--- src/rtl/fetch_resp_filter_pkg.sv ---
// Shared memory-message types for the fetch response filter.
// mem_req_4B_t / mem_resp_4B_t set the default widths of the request and
// response channels that pass through the filter unchanged.
package fetch_resp_filter_pkg;

   typedef logic [76:0] mem_req_4B_t;
   typedef logic [46:0] mem_resp_4B_t;

endpackage

--- src/rtl/fetch_resp_filter_if.sv ---
// Valid/ready message channel used on all four sides of the filter.
//   msg : payload, driven by the master
//   val : payload valid, driven by the master
//   rdy : consumer ready, driven by the slave
interface fetch_resp_filter_if
   import fetch_resp_filter_pkg::*;
#(
   parameter int p_nbits = $bits(mem_req_4B_t)
);

   logic [p_nbits-1:0] msg;
   logic               val;
   logic               rdy;

   modport master (output msg, output val, input rdy);
   modport slave  (input msg, input val, output rdy);

endinterface

--- src/rtl/fetch_inflight_tracker.sv ---
// Circular buffer of per-request stale bits for outstanding imem requests.
//   enq        : a request was issued to imem this cycle
//   deq        : the head response was consumed this cycle
//   squash     : mark every entry valid before this cycle's enqueue stale
//   head_stale : stored stale bit of the oldest outstanding request
//   full/empty : occupancy flags
//   count      : number of outstanding requests (registered)
module fetch_inflight_tracker #(
   parameter int  p_max_inflight = 2,
   localparam int p_cnt_nbits    = $clog2(p_max_inflight + 1),
   localparam int p_ptr_nbits    = (p_max_inflight > 1) ? $clog2(p_max_inflight) : 1
)(
   input  logic                   clk,
   input  logic                   reset,
   input  logic                   enq,
   input  logic                   deq,
   input  logic                   squash,
   output logic                   head_stale,
   output logic                   full,
   output logic                   empty,
   output logic [p_cnt_nbits-1:0] count
);

   typedef logic [p_ptr_nbits-1:0] ptr_t;

   logic [p_max_inflight-1:0] valid_r;
   logic [p_max_inflight-1:0] stale_r;
   ptr_t                      head_r;
   ptr_t                      tail_r;
   logic [p_cnt_nbits-1:0]    count_r;

   // Pointers wrap explicitly so non-power-of-two depths work.
   function automatic ptr_t ptr_incr(input ptr_t ptr);
      ptr_t nxt;
      if (ptr == ptr_t'(p_max_inflight - 1)) begin
         nxt = '0;
      end else begin
         nxt = ptr + ptr_t'(1);
      end
      return nxt;
   endfunction

   // Entry state, pointers and occupancy count.
   always_ff @(posedge clk) begin
      if (reset) begin
         valid_r <= '0;
         stale_r <= '0;
         head_r  <= '0;
         tail_r  <= '0;
         count_r <= '0;
      end else begin
         // Squash only reaches entries already valid; the entry written by a
         // same-cycle enqueue is cleared below and so stays on the new path.
         if (squash) begin
            stale_r <= stale_r | valid_r;
         end
         if (deq) begin
            valid_r[head_r] <= 1'b0;
            head_r          <= ptr_incr(head_r);
         end
         if (enq) begin
            valid_r[tail_r] <= 1'b1;
            stale_r[tail_r] <= 1'b0;
            tail_r          <= ptr_incr(tail_r);
         end
         case ({enq, deq})
            2'b10:   count_r <= count_r + p_cnt_nbits'(1);
            2'b01:   count_r <= count_r - p_cnt_nbits'(1);
            default: count_r <= count_r;
         endcase
      end
   end

   // Status decode from registered state.
   always_comb begin
      head_stale = stale_r[head_r];
      full       = (count_r == p_cnt_nbits'(p_max_inflight));
      empty      = (count_r == p_cnt_nbits'(0));
      count      = count_r;
   end

endmodule

--- src/rtl/fetch_resp_filter_chk.sv ---
// Protocol checker: flags an imem response arriving while nothing is
// outstanding. The block tolerates this (and records it in err), so it is
// reported as a warning rather than a hard error.
//   clk, reset : clock and synchronous reset
//   resp_val   : imem response valid
//   empty      : no requests outstanding
module fetch_resp_filter_chk (
   input logic clk,
   input logic reset,
   input logic resp_val,
   input logic empty
);

   // Sample the orphan-response condition on every active edge.
   always @(posedge clk) begin
      if (!reset) begin
         assert (!(resp_val && empty))
            else $warning("imem response with no request outstanding");
      end
   end

endmodule

--- src/rtl/fetch_resp_filter.sv ---
// Fetch/imem response filter. Tracks up to p_max_inflight outstanding
// requests; a squash makes all of them stale so their responses are consumed
// from imem without reaching fetch.
//   clk, reset   : clock, synchronous active-high reset
//   squash       : redirect pulse
//   req_in       : requests from fetch (slave)
//   req_out      : requests to imem (master), combinational pass-through
//   resp_in      : responses from imem (slave)
//   resp_out     : responses to fetch (master), combinational pass-through
//   num_inflight : outstanding request count
//   num_dropped  : stale responses discarded (wraps)
//   err          : sticky, a response arrived with nothing outstanding
module fetch_resp_filter
   import fetch_resp_filter_pkg::*;
#(
   parameter int  p_max_inflight    = 2,
   parameter int  p_req_nbits       = $bits(mem_req_4B_t),
   parameter int  p_resp_nbits      = $bits(mem_resp_4B_t),
   parameter bit  p_squash_head_now = 1'b1,
   parameter int  p_cnt_nbits       = 32,
   localparam int p_inflight_nbits  = $clog2(p_max_inflight + 1)
)(
   input  logic                        clk,
   input  logic                        reset,
   input  logic                        squash,
   fetch_resp_filter_if.slave          req_in,
   fetch_resp_filter_if.master         req_out,
   fetch_resp_filter_if.slave          resp_in,
   fetch_resp_filter_if.master         resp_out,
   output logic [p_inflight_nbits-1:0] num_inflight,
   output logic [p_cnt_nbits-1:0]      num_dropped,
   output logic                        err
);

   logic                        enq_s;
   logic                        deq_s;
   logic                        drop_s;
   logic                        orphan_s;
   logic                        head_stale_raw_s;
   logic                        head_stale_s;
   logic                        full_s;
   logic                        empty_s;
   logic [p_inflight_nbits-1:0] count_s;
   logic [p_cnt_nbits-1:0]      num_dropped_r;
   logic                        err_r;

   fetch_inflight_tracker #(
      .p_max_inflight (p_max_inflight)
   ) u_tracker (
      .clk        (clk),
      .reset      (reset),
      .enq        (enq_s),
      .deq        (deq_s),
      .squash     (squash),
      .head_stale (head_stale_raw_s),
      .full       (full_s),
      .empty      (empty_s),
      .count      (count_s)
   );

   fetch_resp_filter_chk u_chk (
      .clk      (clk),
      .reset    (reset),
      .resp_val (resp_in.val),
      .empty    (empty_s)
   );

   assign req_out.msg  = req_in.msg;
   assign resp_out.msg = resp_in.msg;

   // Request gating depends only on occupancy, never on the response path.
   always_comb begin
      req_out.val = req_in.val && !full_s;
      req_in.rdy  = req_out.rdy && !full_s;
      enq_s       = req_in.val && req_out.rdy && !full_s;
   end

   // Response steering: drop stale heads and orphans, pass live heads.
   always_comb begin
      head_stale_s = head_stale_raw_s || (squash && p_squash_head_now);
      resp_in.rdy  = 1'b1;
      resp_out.val = 1'b0;
      deq_s        = 1'b0;
      drop_s       = 1'b0;
      orphan_s     = 1'b0;
      if (empty_s) begin
         orphan_s = resp_in.val;
      end else if (head_stale_s) begin
         deq_s  = resp_in.val;
         drop_s = resp_in.val;
      end else begin
         resp_out.val = resp_in.val;
         resp_in.rdy  = resp_out.rdy;
         deq_s        = resp_in.val && resp_out.rdy;
      end
   end

   // Drop statistics and sticky protocol error.
   always_ff @(posedge clk) begin
      if (reset) begin
         num_dropped_r <= '0;
         err_r         <= 1'b0;
      end else begin
         if (drop_s) begin
            num_dropped_r <= num_dropped_r + p_cnt_nbits'(1);
         end
         if (orphan_s) begin
            err_r <= 1'b1;
         end
      end
   end

   assign num_inflight = count_s;
   assign num_dropped  = num_dropped_r;
   assign err          = err_r;

endmodule

--- src/flat_wrapper.sv ---
// flat-port wrapper written by rule: the top's interface ports become plain ports
module fetch_resp_filter_flat import fetch_resp_filter_pkg::*;
#(
   parameter int  p_max_inflight    = 2,
   parameter int  p_req_nbits       = $bits(mem_req_4B_t),
   parameter int  p_resp_nbits      = $bits(mem_resp_4B_t),
   parameter bit  p_squash_head_now = 1'b1,
   parameter int  p_cnt_nbits       = 32,
   localparam int p_inflight_nbits  = $clog2(p_max_inflight + 1)
)
  (clk, reset, squash, num_inflight, num_dropped, err, req_in_msg, req_in_val, req_in_rdy, req_out_msg, req_out_val, req_out_rdy, resp_in_msg, resp_in_val, resp_in_rdy, resp_out_msg, resp_out_val, resp_out_rdy);
  fetch_resp_filter_if #(.p_nbits(77)) req_in_i ();
  fetch_resp_filter_if #(.p_nbits(77)) req_out_i ();
  fetch_resp_filter_if #(.p_nbits(47)) resp_in_i ();
  fetch_resp_filter_if #(.p_nbits(47)) resp_out_i ();
  input  logic clk;
  input  logic reset;
  input  logic squash;
  output logic [p_inflight_nbits-1:0] num_inflight;
  output logic [p_cnt_nbits-1:0] num_dropped;
  output logic err;
  input wire logic [$bits(req_in_i.msg)-1:0] req_in_msg;
  input wire logic [$bits(req_in_i.val)-1:0] req_in_val;
  output wire logic [$bits(req_in_i.rdy)-1:0] req_in_rdy;
  output wire logic [$bits(req_out_i.msg)-1:0] req_out_msg;
  output wire logic [$bits(req_out_i.val)-1:0] req_out_val;
  input wire logic [$bits(req_out_i.rdy)-1:0] req_out_rdy;
  input wire logic [$bits(resp_in_i.msg)-1:0] resp_in_msg;
  input wire logic [$bits(resp_in_i.val)-1:0] resp_in_val;
  output wire logic [$bits(resp_in_i.rdy)-1:0] resp_in_rdy;
  output wire logic [$bits(resp_out_i.msg)-1:0] resp_out_msg;
  output wire logic [$bits(resp_out_i.val)-1:0] resp_out_val;
  input wire logic [$bits(resp_out_i.rdy)-1:0] resp_out_rdy;
  assign req_in_i.msg = req_in_msg;
  assign req_in_i.val = req_in_val;
  assign req_in_rdy = req_in_i.rdy;
  assign req_out_msg = req_out_i.msg;
  assign req_out_val = req_out_i.val;
  assign req_out_i.rdy = req_out_rdy;
  assign resp_in_i.msg = resp_in_msg;
  assign resp_in_i.val = resp_in_val;
  assign resp_in_rdy = resp_in_i.rdy;
  assign resp_out_msg = resp_out_i.msg;
  assign resp_out_val = resp_out_i.val;
  assign resp_out_i.rdy = resp_out_rdy;
  fetch_resp_filter #(.p_max_inflight(p_max_inflight), .p_req_nbits(p_req_nbits), .p_resp_nbits(p_resp_nbits), .p_squash_head_now(p_squash_head_now), .p_cnt_nbits(p_cnt_nbits)) u_core (.clk(clk), .reset(reset), .squash(squash), .req_in(req_in_i), .req_out(req_out_i), .resp_in(resp_in_i), .resp_out(resp_out_i), .num_inflight(num_inflight), .num_dropped(num_dropped), .err(err));
endmodule
--- config.mk ---
export PLATFORM = sky130hd
export DESIGN_NAME = fetch_resp_filter_flat
export DESIGN_NICKNAME = d
export VERILOG_FILES = /design/src/rtl/fetch_resp_filter_pkg.sv /design/src/rtl/fetch_resp_filter_if.sv /design/src/rtl/fetch_inflight_tracker.sv /design/src/rtl/fetch_resp_filter_chk.sv /design/src/rtl/fetch_resp_filter.sv /design/src/flat_wrapper.sv
export SDC_FILE = /design/constraint.sdc
export NUM_CORES = 1
export LEC_CHECK = 0
export CORE_AREA = 3 3 114 116
export CTS_CLUSTER_SIZE = 8
export DETAILED_ROUTE_END_ITERATION = 7
export DIE_AREA = 0 0 117 119
export GPL_TIMING_DRIVEN = 1
export PLACE_DENSITY = 0.69
export SETUP_SLACK_MARGIN = 0.02
export SLEW_MARGIN = 10
export SYNTH_ARGS = -nofsm -noshare
export SYNTH_HDL_FRONTEND = slang
export SYNTH_SLANG_ARGS = --single-unit
export TNS_END_PERCENT = 20
--- constraint.sdc ---
create_clock -name clk -period 1.8 [get_ports clk]
set_input_delay 0.36 -clock clk [delete_from_list [all_inputs] [get_ports clk]]
set_output_delay 0.36 -clock clk [all_outputs]
set_load 0.01 [all_outputs]
* Word level (Yosys, flattened, before mapping)
Index checks and enable logic that the tools add are counted.
** Operators by class
- Add/subtract/negate cells :: 5
- Magnitude comparators :: 4
- Equal/unequal tests :: 3
- Multiplexer cells :: 24
- Bitwise gates (word level) :: 6
- Reductions and logical operators :: 11
** Operators by type and width (number)
- $add A32 B1 Y32 const B :: 1
- $mux W1 :: 15
- $mux W2 :: 6
- $logic_and A1 B1 Y1 :: 7
- $and A2 B2 Y2 :: 2
- $eq A2 B2 Y1 const B :: 2
- $lt A1 B2 Y1 const B :: 2
- $not A2 Y2 :: 2
- $or A2 B2 Y2 :: 2
- $pmux W2 S2 :: 1
- $add A1 B1 Y1 const B :: 2
- $add A2 B1 Y2 const B :: 1
- $demux W1 S1 :: 2
- $eq A2 B1 Y1 const B :: 1
- $ge A1 B1 Y1 const B :: 2
- $logic_not A2 Y1 :: 1
- $reduce_bool A2 Y1 :: 1
- $sub A2 B1 Y2 const B :: 1
- $logic_not A1 Y1 :: 1
- $logic_or A1 B1 Y1 :: 1
** Storage, ports and cells
- Flip-flop bits (word level) :: 41
- Output and inout port bits :: 163
- Word-level logic and storage cells :: 60

* Depth between registers and ports, before layout
Gate-level depths: netlist of the first run.
- Depth in word-level cells :: 10
- Mapped depth :: 7

* Cells and area by module
From an unflattened synthesis of the first run, not the netlist that was laid out.
** Second synthesis, totals
- Cell total of the unflattened synthesis :: 337
- Area, all modules :: 2805.2 µm²
** By module, submodules not included
- fetch_resp_filter :: instances 1, cells an instance 302, area each 2481.1 µm², seq. area each 660.6 µm²
- fetch_inflight_tracker :: instances 1, cells an instance 35, area each 324.1 µm², seq. area each 160.2 µm²

* Least setup slack after synthesis of the first run
OpenSTA, ideal clock, no wires.
- Path kind :: register to register
- Start :: register u_core.num_dropped_r[2] (netlist: u_core.num_dropped[2])
- End :: register u_core.num_dropped_r[31] (netlist: u_core.num_dropped[31])
- Arrival time :: 1713 ps
- Slack :: -33 ps
- Stages on the path, launching flop included :: 6
- Period minus slack after synthesis :: 1833 ps
- Cell sequence :: dfxtp_1 > nand3_2 > nor4_4 > and3_1 > and3_1 > mux2_2
** On the way
- Word-level cells in the longest chain between the ends :: 1
** RTL lines
- start, declared :: line fetch_resp_filter.sv:44 : logic [p_cnt_nbits-1:0] num_dropped_r;
- start signal, assigned :: line fetch_resp_filter.sv:105 : num_dropped_r <= num_dropped_r + p_cnt_nbits'(1);
- $add A32 B1 Y32 :: line fetch_resp_filter.sv:105
Every way passes these cells.
A chain may end at the register's enable or synchronous reset.

* Worst setup path after layout of the first run
- Start :: register u_core.u_tracker.count_r[0] (netlist: u_core.u_tracker.count[0])
- End :: register u_core.u_tracker.count_r[1] (netlist: u_core.u_tracker.count[1])
** On the way
- Word-level cells in the longest chain between the ends :: 5
- Elaborated cells between the ends (all ways) :: 11
- Those cells by class :: add/sub (2); eq/ne (3); mux (2); reduce/logical (4)
** RTL lines
- start, declared :: line fetch_inflight_tracker.sv:30 : logic [p_cnt_nbits-1:0] count_r;
- start signal, assigned :: line fetch_inflight_tracker.sv:67 : 2'b10: count_r <= count_r + p_cnt_nbits'(1);
- start signal, assigned :: line fetch_inflight_tracker.sv:68 : 2'b01: count_r <= count_r - p_cnt_nbits'(1);
- start signal, assigned :: line fetch_inflight_tracker.sv:69 : default: count_r <= count_r;
- $eq A2 B2 Y1 :: line fetch_inflight_tracker.sv:77 : full = (count_r == p_cnt_nbits'(p_max_inflight));
- $logic_not A1 Y1 :: line fetch_resp_filter.sv:75 : enq_s = req_in.val && req_out.rdy && !full_s;
- $logic_and A1 B1 Y1 :: line fetch_resp_filter.sv:75
- $eq A2 B1 Y1 or $eq A2 B2 Y1 (tied branches) :: line fetch_inflight_tracker.sv:66 : case ({enq, deq})
- $pmux W2 S2 or $reduce_bool A2 Y1 (tied branches)
Parallel ways exist; a longest one is shown, timed or not.

==> metrics.csv, run 1 <==
stage,metric,value,unit
status,status,"complete, no violations",
setup_path,crit end category,flop,
clock_tree,clock sinks,41,
synthesis,Mapped Nets,479,
synthesis,Synth Area in Compound Gates,0.0601,
clock_tree,Worst-path clk slew,0.06,ns
setup_path,WP buf/inv,1,
synthesis,Avg Inst Size Synth,8.07,µm²
die,io pins,294,
die,die width,117,µm
setup_path,r2r startpoint,u_core.u_tracker.count[0]$_SDFFE_PP0P_,
layout,Final Non-Filler Cells,460,
clock_tree,Clk Tree Root Cell,clkbuf_16,
power,Static Leakage,1.18,nW
die,Core ar.,12000,µm²
route,final wirelength,6450,µm
global_routing,GRT Util Overall,0.0870,
timing,highest clock rate,562,MHz
layout,final net count,446,
timing,fin crit period,1.78,ns
setup_path,Slowest cell on crit path,or3_4,
setup_path,CP Cell Sequence,buf_4 > nand2b_1 > nand3_1 > ha_4 > xnor2_4 > or3_4 > a21oi_2,
clock_tree,htree depth,2,
synthesis,Gate Count Post-Synth,346,
synthesis,post-synthesis mux area share,0.0112,
setup_path,"delay-heaviest family, CP",simple AND/OR/NAND/NOR gates,
layout,share of cells above drive strength 1,0.275,
hold_path,Hold Path Depth,3,
setup_path,register-to-register setup slack,0.02,ns
layout,"commonest non-fill, non-tap cells in the layout","44 x buf_4, 39 x clkdlybuf4s50_1, 37 x dfxtp_1, 36 x nor2_1, 17 x xor2_1",
setup_path,CP arrival,2.00,ns
timing,slack of the critical path,0.0205,ns
die,area of the die,13900,µm²
route,ANT nets after route,0,
synthesis,Synth cell types,32,
route,Routed wire per std cell,14.0,µm
timing,Final setup viols,0,
global_routing,vias in the first global route,1977,
layout,area of the multi-input gates,1120,µm²
layout,# diodes,0,
place,global placer's final weighted congestion,0.836,
die,row count,40,
power,Pwr Total,2.34,mW
clock_tree,total CTS buffers,5,
place,HPWL after DPL,4750,µm
synthesis,synth warn,0,
layout,fillcell total,1293,
layout,final core occ,0.260,
clock_tree,maximum clock insertion buffer count,2,
clock_tree,worst skew pair latency,0.28,ns
timing,RSZ-0062 raised after global routing,yes,
timing,Least-Margin Pin Slew,0.282,ns
clock_tree,TritonCTS clock tree,yes,
place,Port Buffer Count,45,
synthesis,area share of fa/ha/maj cells after synthesis,0.00896,
global_routing,global-route wire length before repair,9780,µm
timing,Slew headroom,0.811,
setup_path,CP peak stage delay,0.37,ns
die,Initial Utilization,0.232,
power,Pwr per Cell Area,749,nW/µm²
synthesis,sequential area share after synthesis,0.294,
setup_path,RR Endpoint,u_core.u_tracker.count[1]$_SDFFE_PP0P_,
layout,sequential cell area,826,µm²
global_routing,GR Overflow Total,0,
synthesis,largest family of logic cells by synthesized area,buffers and inverters,
hold_path,HP Class,in -> reg,
layout,Layout area overhead,11.8,%
route,detailed-route DRC error count,0,
setup_path,Worst Setup EP,u_core.u_tracker.count[1]$_SDFFE_PP0P_,
synthesis,XOR/XNOR share of the synthesized area,0.0753,
global_routing,pin count of the biggest net entering global routing,21,
place,pre-CTS setup slack,-0.376,ns
setup_path,Reg2Reg Depth,7,
route,vias,2031,
route,First-pass DRT Iterations,4,
timing,final hold vios,0,
timing,Tcrit/Tclk final,0.989,
layout,"most common cell after layout, fill and taps aside",buf_4,
route,Vias/cell,4.42,
synthesis,Yosys reg bits,41,
global_routing,initial antenna violation count,0,
timing,Slew Limit Fails,0,
setup_path,Crit Path Category,reg -> reg,
power,VDD IR-drop max,347,µV
synthesis,Post-Synthesis Cell Area,2790,µm²
setup_path,crit start category,flop,
die,DIE HEIGHT,119,µm
setup_path,Critical Path RT,2.02,ns
timing,clock skew after layout,0.00584,ns
setup_path,WP depth,7,
setup_path,Worst Setup SP,u_core.u_tracker.count[0]$_SDFFE_PP0P_,
setup_path,Worst Path Max Fanout,6,
route,drt initial violations,79,
place,dpl cells,443,
synthesis,simple-gate area share of the yosys netlist,0.193,
flow_run,max_cap viols,0,
cell families (layout without fill, tap and decap cells):
logic type	count (synthesis)	count (layout)
xor gates and xnor gates	24	24
adders and majority gates	2	2
buffers and inverters	141	108
and+or+nand+nor	104	104
DFF	41	41
muxes	3	3
AOI/OAI and AO/OA	31	31
registers in the layout (all words and copies together), names as in the netlist:
| signal | count |
|---|---|
| u_core.u_tracker.head_r | 1 |
| u_core.err | 1 |
| u_core.u_tracker.stale_r | 2 |
| u_core.num_dropped | 32 |
| u_core.u_tracker.valid_r | 2 |
| u_core.u_tracker.count | 2 |
| u_core.u_tracker.tail_r | 1 |
where the power goes:
part	switching, mW	total, mW	internal (mW)	leakage [nW]
clock	0.344	0.987	0.643	0.0797
combinational	0.184	0.392	0.207	0.766
sequential	0.0203	0.960	0.939	0.333
timing repair:
action	in CTS	in global routing
cloned	0	1
setup buffers	1	8
pin swaps	0	10
hold buffers	0	0
resized for setup	10	34
setup endpoints to repair	12	12
synth_stat cells, drive strengths merged:
master  instances  area [µm²]
ha              2        25.0
nor4            2        27.5
a31o            1        8.76
and4            1        8.76
o31ai           2        15.0
dfxtp          41         821
xnor2           7        61.3
or3             8        50.1
nand2b          2        12.5
nand3          10        60.1
a21oi          17        88.8
nor2           36         135
and3            5        31.3
xor2           17         149
mux2i           2        20.0
and2            2        12.5
nand4          15        93.8
inv             9        33.8
mux2            1        11.3
buf           126         941
nand2          16        60.1
nor2b           1        6.26
o21ai          11        55.1
clkbuf          6        23.8
or4             2        15.0
nor3            4        25.0
cell type report:
type                            count  area share
Clock inverter                      2      0.0112
Inverter                            9      0.0108
Timing Repair Buffer               92       0.257
Clock buffer                        5      0.0401
Sequential cell                    41       0.265
Tap cell                          147      0.0589
Multi-Input combinational cell    164       0.358
through the flow:
stage          hold slack [ns]  cell area, µm²  TNS, ns
3_5_place_dp             0.475            2750    -6.98
5_1_grt                  0.419            3120   -0.180
2_1_floorplan            0.454            2800        0
4_1_cts                  0.487            2930        0
3_3_place_gp             0.463            2750    -5.50
6_report                 0.400            3120        0
layer usage:
layer	wire length [µm]	GRT usage	vias up
met4	467	0.0667	0
li1	-	-	947
met1	2620	0.102	953
met5	0	0	-
met3	469	0.0295	56
met2	2890	0.128	75
worst register-to-register path: stages (launching register included):
cell and delay (ns):
dfxtp_1 0.34, buf_4 0.18, nand2b_1 0.16, nand3_1 0.20, ha_4 0.24, xnor2_4 0.12, or3_4 0.37, a21oi_2 0.12
worst min-delay path by stage:
stage,from,end,slack [ns]
floorplan,u_core.u_tracker.valid_r[1]$_SDFF_PP0_,u_core.u_tracker.valid_r[1]$_SDFF_PP0_,0.45
global placement,u_core.err$_SDFFE_PP0P_,u_core.err$_SDFFE_PP0P_,0.46
detailed placement,u_core.u_tracker.valid_r[1]$_SDFF_PP0_,u_core.u_tracker.valid_r[1]$_SDFF_PP0_,0.48
CTS,u_core.u_tracker.valid_r[1]$_SDFF_PP0_,u_core.u_tracker.valid_r[1]$_SDFF_PP0_,0.49
global route,resp_in_val,u_core.err$_SDFFE_PP0P_,0.42
finish,resp_in_val,u_core.err$_SDFFE_PP0P_,0.40
(Power assumes the default switching activity.)
==> inputs of run 2 (changes only) <==
==> constraint.sdc (replaced) <==
create_clock -name clk -period 1.45 [get_ports clk]
set_input_delay 0.29 -clock clk [delete_from_list [all_inputs] [get_ports clk]]
set_output_delay 0.29 -clock clk [all_outputs]
set_load 0.01 [all_outputs]
==> run 2 against run 1 <==
  * The run now ends with negative setup slack left
  * Count of clock-buffer cells in the layout rose by 1
  * Sequential power rose by 26%
  * Hold slack improved by 0.079 ns
  * Combinational power rose by 19%
  * Total power rose by 20%
  * Core utilization rose by 1.5 points
  * Clock skew barely moved
  * Flip-flop and latch count did not move
  * Design area rose by 5.9%
  * Largest power group is now sequential cells
  * Highest routed layer unchanged
  * Critical endpoint unchanged
  * Critical path depth did not move
  * Fmax rose by 5.9%
  * Critical path type unchanged
==> metrics.csv, run 2 (synthesis gave the netlist of run 1 again) <==
stage,metric,value,unit,change
status,status,"finished, violations left",,"was complete, no violations"
status,violated checks,negative setup slack,,
route,final wirelength,6420,µm,was 6450 µm
timing,Final setup viols,30,,was 0
die,row count,40,,unchanged
die,die width,117,µm,unchanged
setup_path,CP arrival,1.90,ns,was 2.00 ns
layout,final net count,466,,was 446
hold_path,HP Class,reg -> reg,,was in -> reg
die,DIE HEIGHT,119,µm,unchanged
layout,final core occ,0.275,,was 0.260
timing,Least-Margin Pin Slew,0.306,ns,was 0.282 ns
power,switching share of power,0.251,,was 0.235
power,Power Internal,2.10,mW,was 1.79 mW
route,met2 wire length,3140,µm,was 2890 µm
place,HPWL after DPL,4960,µm,was 4750 µm
route,Vias/cell,4.33,,was 4.42
flow_run,max_cap viols,0,,unchanged
timing,fin crit period,1.68,ns,was 1.78 ns
setup_path,crit end category,flop,,unchanged
clock_tree,total CTS buffers,5,,unchanged
layout,sequential cell area,868,µm²,was 826 µm²
die,Initial Utilization,0.232,,unchanged
power,Pwr Total,2.80,mW,was 2.34 mW
route,WL met1,2440,µm,was 2620 µm
place,Port Buffer Count,45,,unchanged
clock_tree,worst skew pair latency,0.28,ns,about the same
die,area of the die,13900,µm²,unchanged
clock_tree,clock sinks,41,,unchanged
route,drt initial violations,46,,was 79
timing,Slew headroom,0.795,,was 0.811
route,detailed-route DRC error count,0,,unchanged
power,Pwr per Cell Area,847,nW/µm²,was 749 nW/µm²
clock_tree,Clk Tree Root Cell,clkbuf_16,,unchanged
timing,Slew Limit Fails,0,,unchanged
timing,RSZ-0062 raised after global routing,yes,,unchanged
layout,area of the multi-input gates,1150,µm²,was 1120 µm²
global_routing,GRT Util Overall,0.0924,,was 0.0870
route,met3 routed WL,584,µm,was 469 µm
setup_path,Critical Path RT,1.67,ns,was 2.02 ns
timing,slack of the critical path,-0.230,ns,was 0.0205 ns
clock_tree,maximum clock insertion buffer count,2,,unchanged
layout,"most common cell after layout, fill and taps aside",buf_4,,unchanged
global_routing,GR Overflow Total,0,,unchanged
route,First-pass DRT Iterations,4,,unchanged
timing,Tcrit/Tclk final,1.16,,was 0.989
layout,share of cells above drive strength 1,0.393,,was 0.275
route,Top Metal Used,met4,,unchanged
setup_path,Worst Path Max Fanout,3,,was 6
place,global placer's final weighted congestion,0.798,,was 0.836
power,clock share of power,0.401,,was 0.422
power,VDD IR-drop max,500,µV,was 347 µV
global_routing,vias in the first global route,2131,,"was 1,977"
clock_tree,htree depth,2,,unchanged
global_routing,initial antenna violation count,0,,unchanged
die,io pins,294,,unchanged
setup_path,crit start category,flop,,unchanged
timing,final hold vios,0,,unchanged
layout,fillcell total,1275,,"was 1,293"
route,vias,2078,,"was 2,031"
clock_tree,Worst-path clk slew,0.06,ns,about the same
layout,Layout area overhead,18.4,%,was 11.8%
timing,clock skew after layout,0.00606,ns,was 0.00584 ns
layout,"commonest non-fill, non-tap cells in the layout","62 x buf_4, 36 x nor2_1, 34 x dlygate4sd2_1, 21 x dfxtp_1, 17 x xor2_1",,"was 44 x buf_4, 39 x clkdlybuf4s50_1, 37 x dfxtp_1, 36 x nor2_1, 17 x xor2_1"
timing,highest clock rate,595,MHz,was 562 MHz
global_routing,pin count of the biggest net entering global routing,33,,was 21
route,ANT nets after route,0,,unchanged
setup_path,Crit Path Category,reg -> reg,,unchanged
layout,max reg flops,32,,unchanged
power,part of the power in registers,0.432,,was 0.410
layout,# diodes,0,,unchanged
die,Core ar.,12000,µm²,unchanged
route,Routed wire per std cell,13.4,µm,was 14.0 µm
power,Static Leakage,1.47,nW,was 1.18 nW
clock_tree,TritonCTS clock tree,yes,,unchanged
power,NetSw,702,µW,was 549 µW
power,Gate power share,0.167,,about the same
timing,post-route setup TNS,-2.66,ns,was 0 ns
clock_tree,cts hold-fix bufs,0,,unchanged
global_routing,global-route wire length before repair,10100,µm,was 9780 µm
==> run 2: worst max-delay path: stages (launching register included) <==
cell     delay (ns)
dfxtp_4        0.36
mux2i_4        0.28
a31o_4         0.20
inv_2          0.04
ha_4           0.15
xnor2_2        0.12
or3_1          0.32
a21oi_2        0.12
==> run 2: power groups by stage <==
stage                     combinational [mW]  sequential [mW]  clock (mW)
final                                  0.468             1.21        1.12
after global routing                   0.514             1.21        1.20
after CTS                              0.453             1.20        1.16
after detailed placement               0.432             1.22           0
after global placement                 0.417             1.22           0
after floorplan                        0.538             1.23           0
==> run 2: final timing paths <==
path	from	to	slack, ns	cells after the start
hold / removal	u_core.err$_SDFFE_PP0P_	u_core.err$_SDFFE_PP0P_	0.48	2
setup reg to reg	u_core.u_tracker.head_r$_SDFFE_PP0N_	u_core.u_tracker.count[1]$_SDFFE_PP0P_	-0.23	7
hold reg to reg	u_core.err$_SDFFE_PP0P_	u_core.err$_SDFFE_PP0P_	0.48	2
setup / recovery	u_core.u_tracker.head_r$_SDFFE_PP0N_	u_core.u_tracker.count[1]$_SDFFE_PP0P_	-0.23	7
==> run 2: repair_timing <==
| action | 4_1_cts | 5_1_grt |
|---|---|---|
| endpoints found under the hold margin | 0 | 0 |
| pin swaps | 10 | 6 |
| gates resized for setup | 66 | 17 |
| cloned | 0 | 0 |
| setup endpoints to repair | 72 | 40 |
| setup buffers | 2 | 0 |
==> run 2: per-layer routing <==
layer	vias up	GRT usage
li1	989	-
met1	958	0.0944
met2	80	0.154
met3	51	0.0422
met4	0	0.0516
met5	-	0
==> run 2: area by class of cell <==
type / count / share of cell area
clock inverter: 1 / 0.00189
tap: 147 / 0.0557
inverter: 9 / 0.0102
sequential: 41 / 0.263
multi-input combinational: 164 / 0.347
clock buffer: 6 / 0.0420
timing repair buffer: 112 / 0.281
==> run 2: per-stage QoR <==
stage | instances | hold slack [ns] | setup slack [ns] | instance area [µm²]
floorplan | 346 | 0.431 | -0.191 | 2900
global placement | 471 | 0.465 | -0.476 | 3060
detailed placement | 471 | 0.474 | -0.545 | 3060
CTS | 480 | 0.489 | -0.218 | 3250
global route | 480 | 0.497 | -0.313 | 3300
finish | 480 | 0.478 | -0.230 | 3300
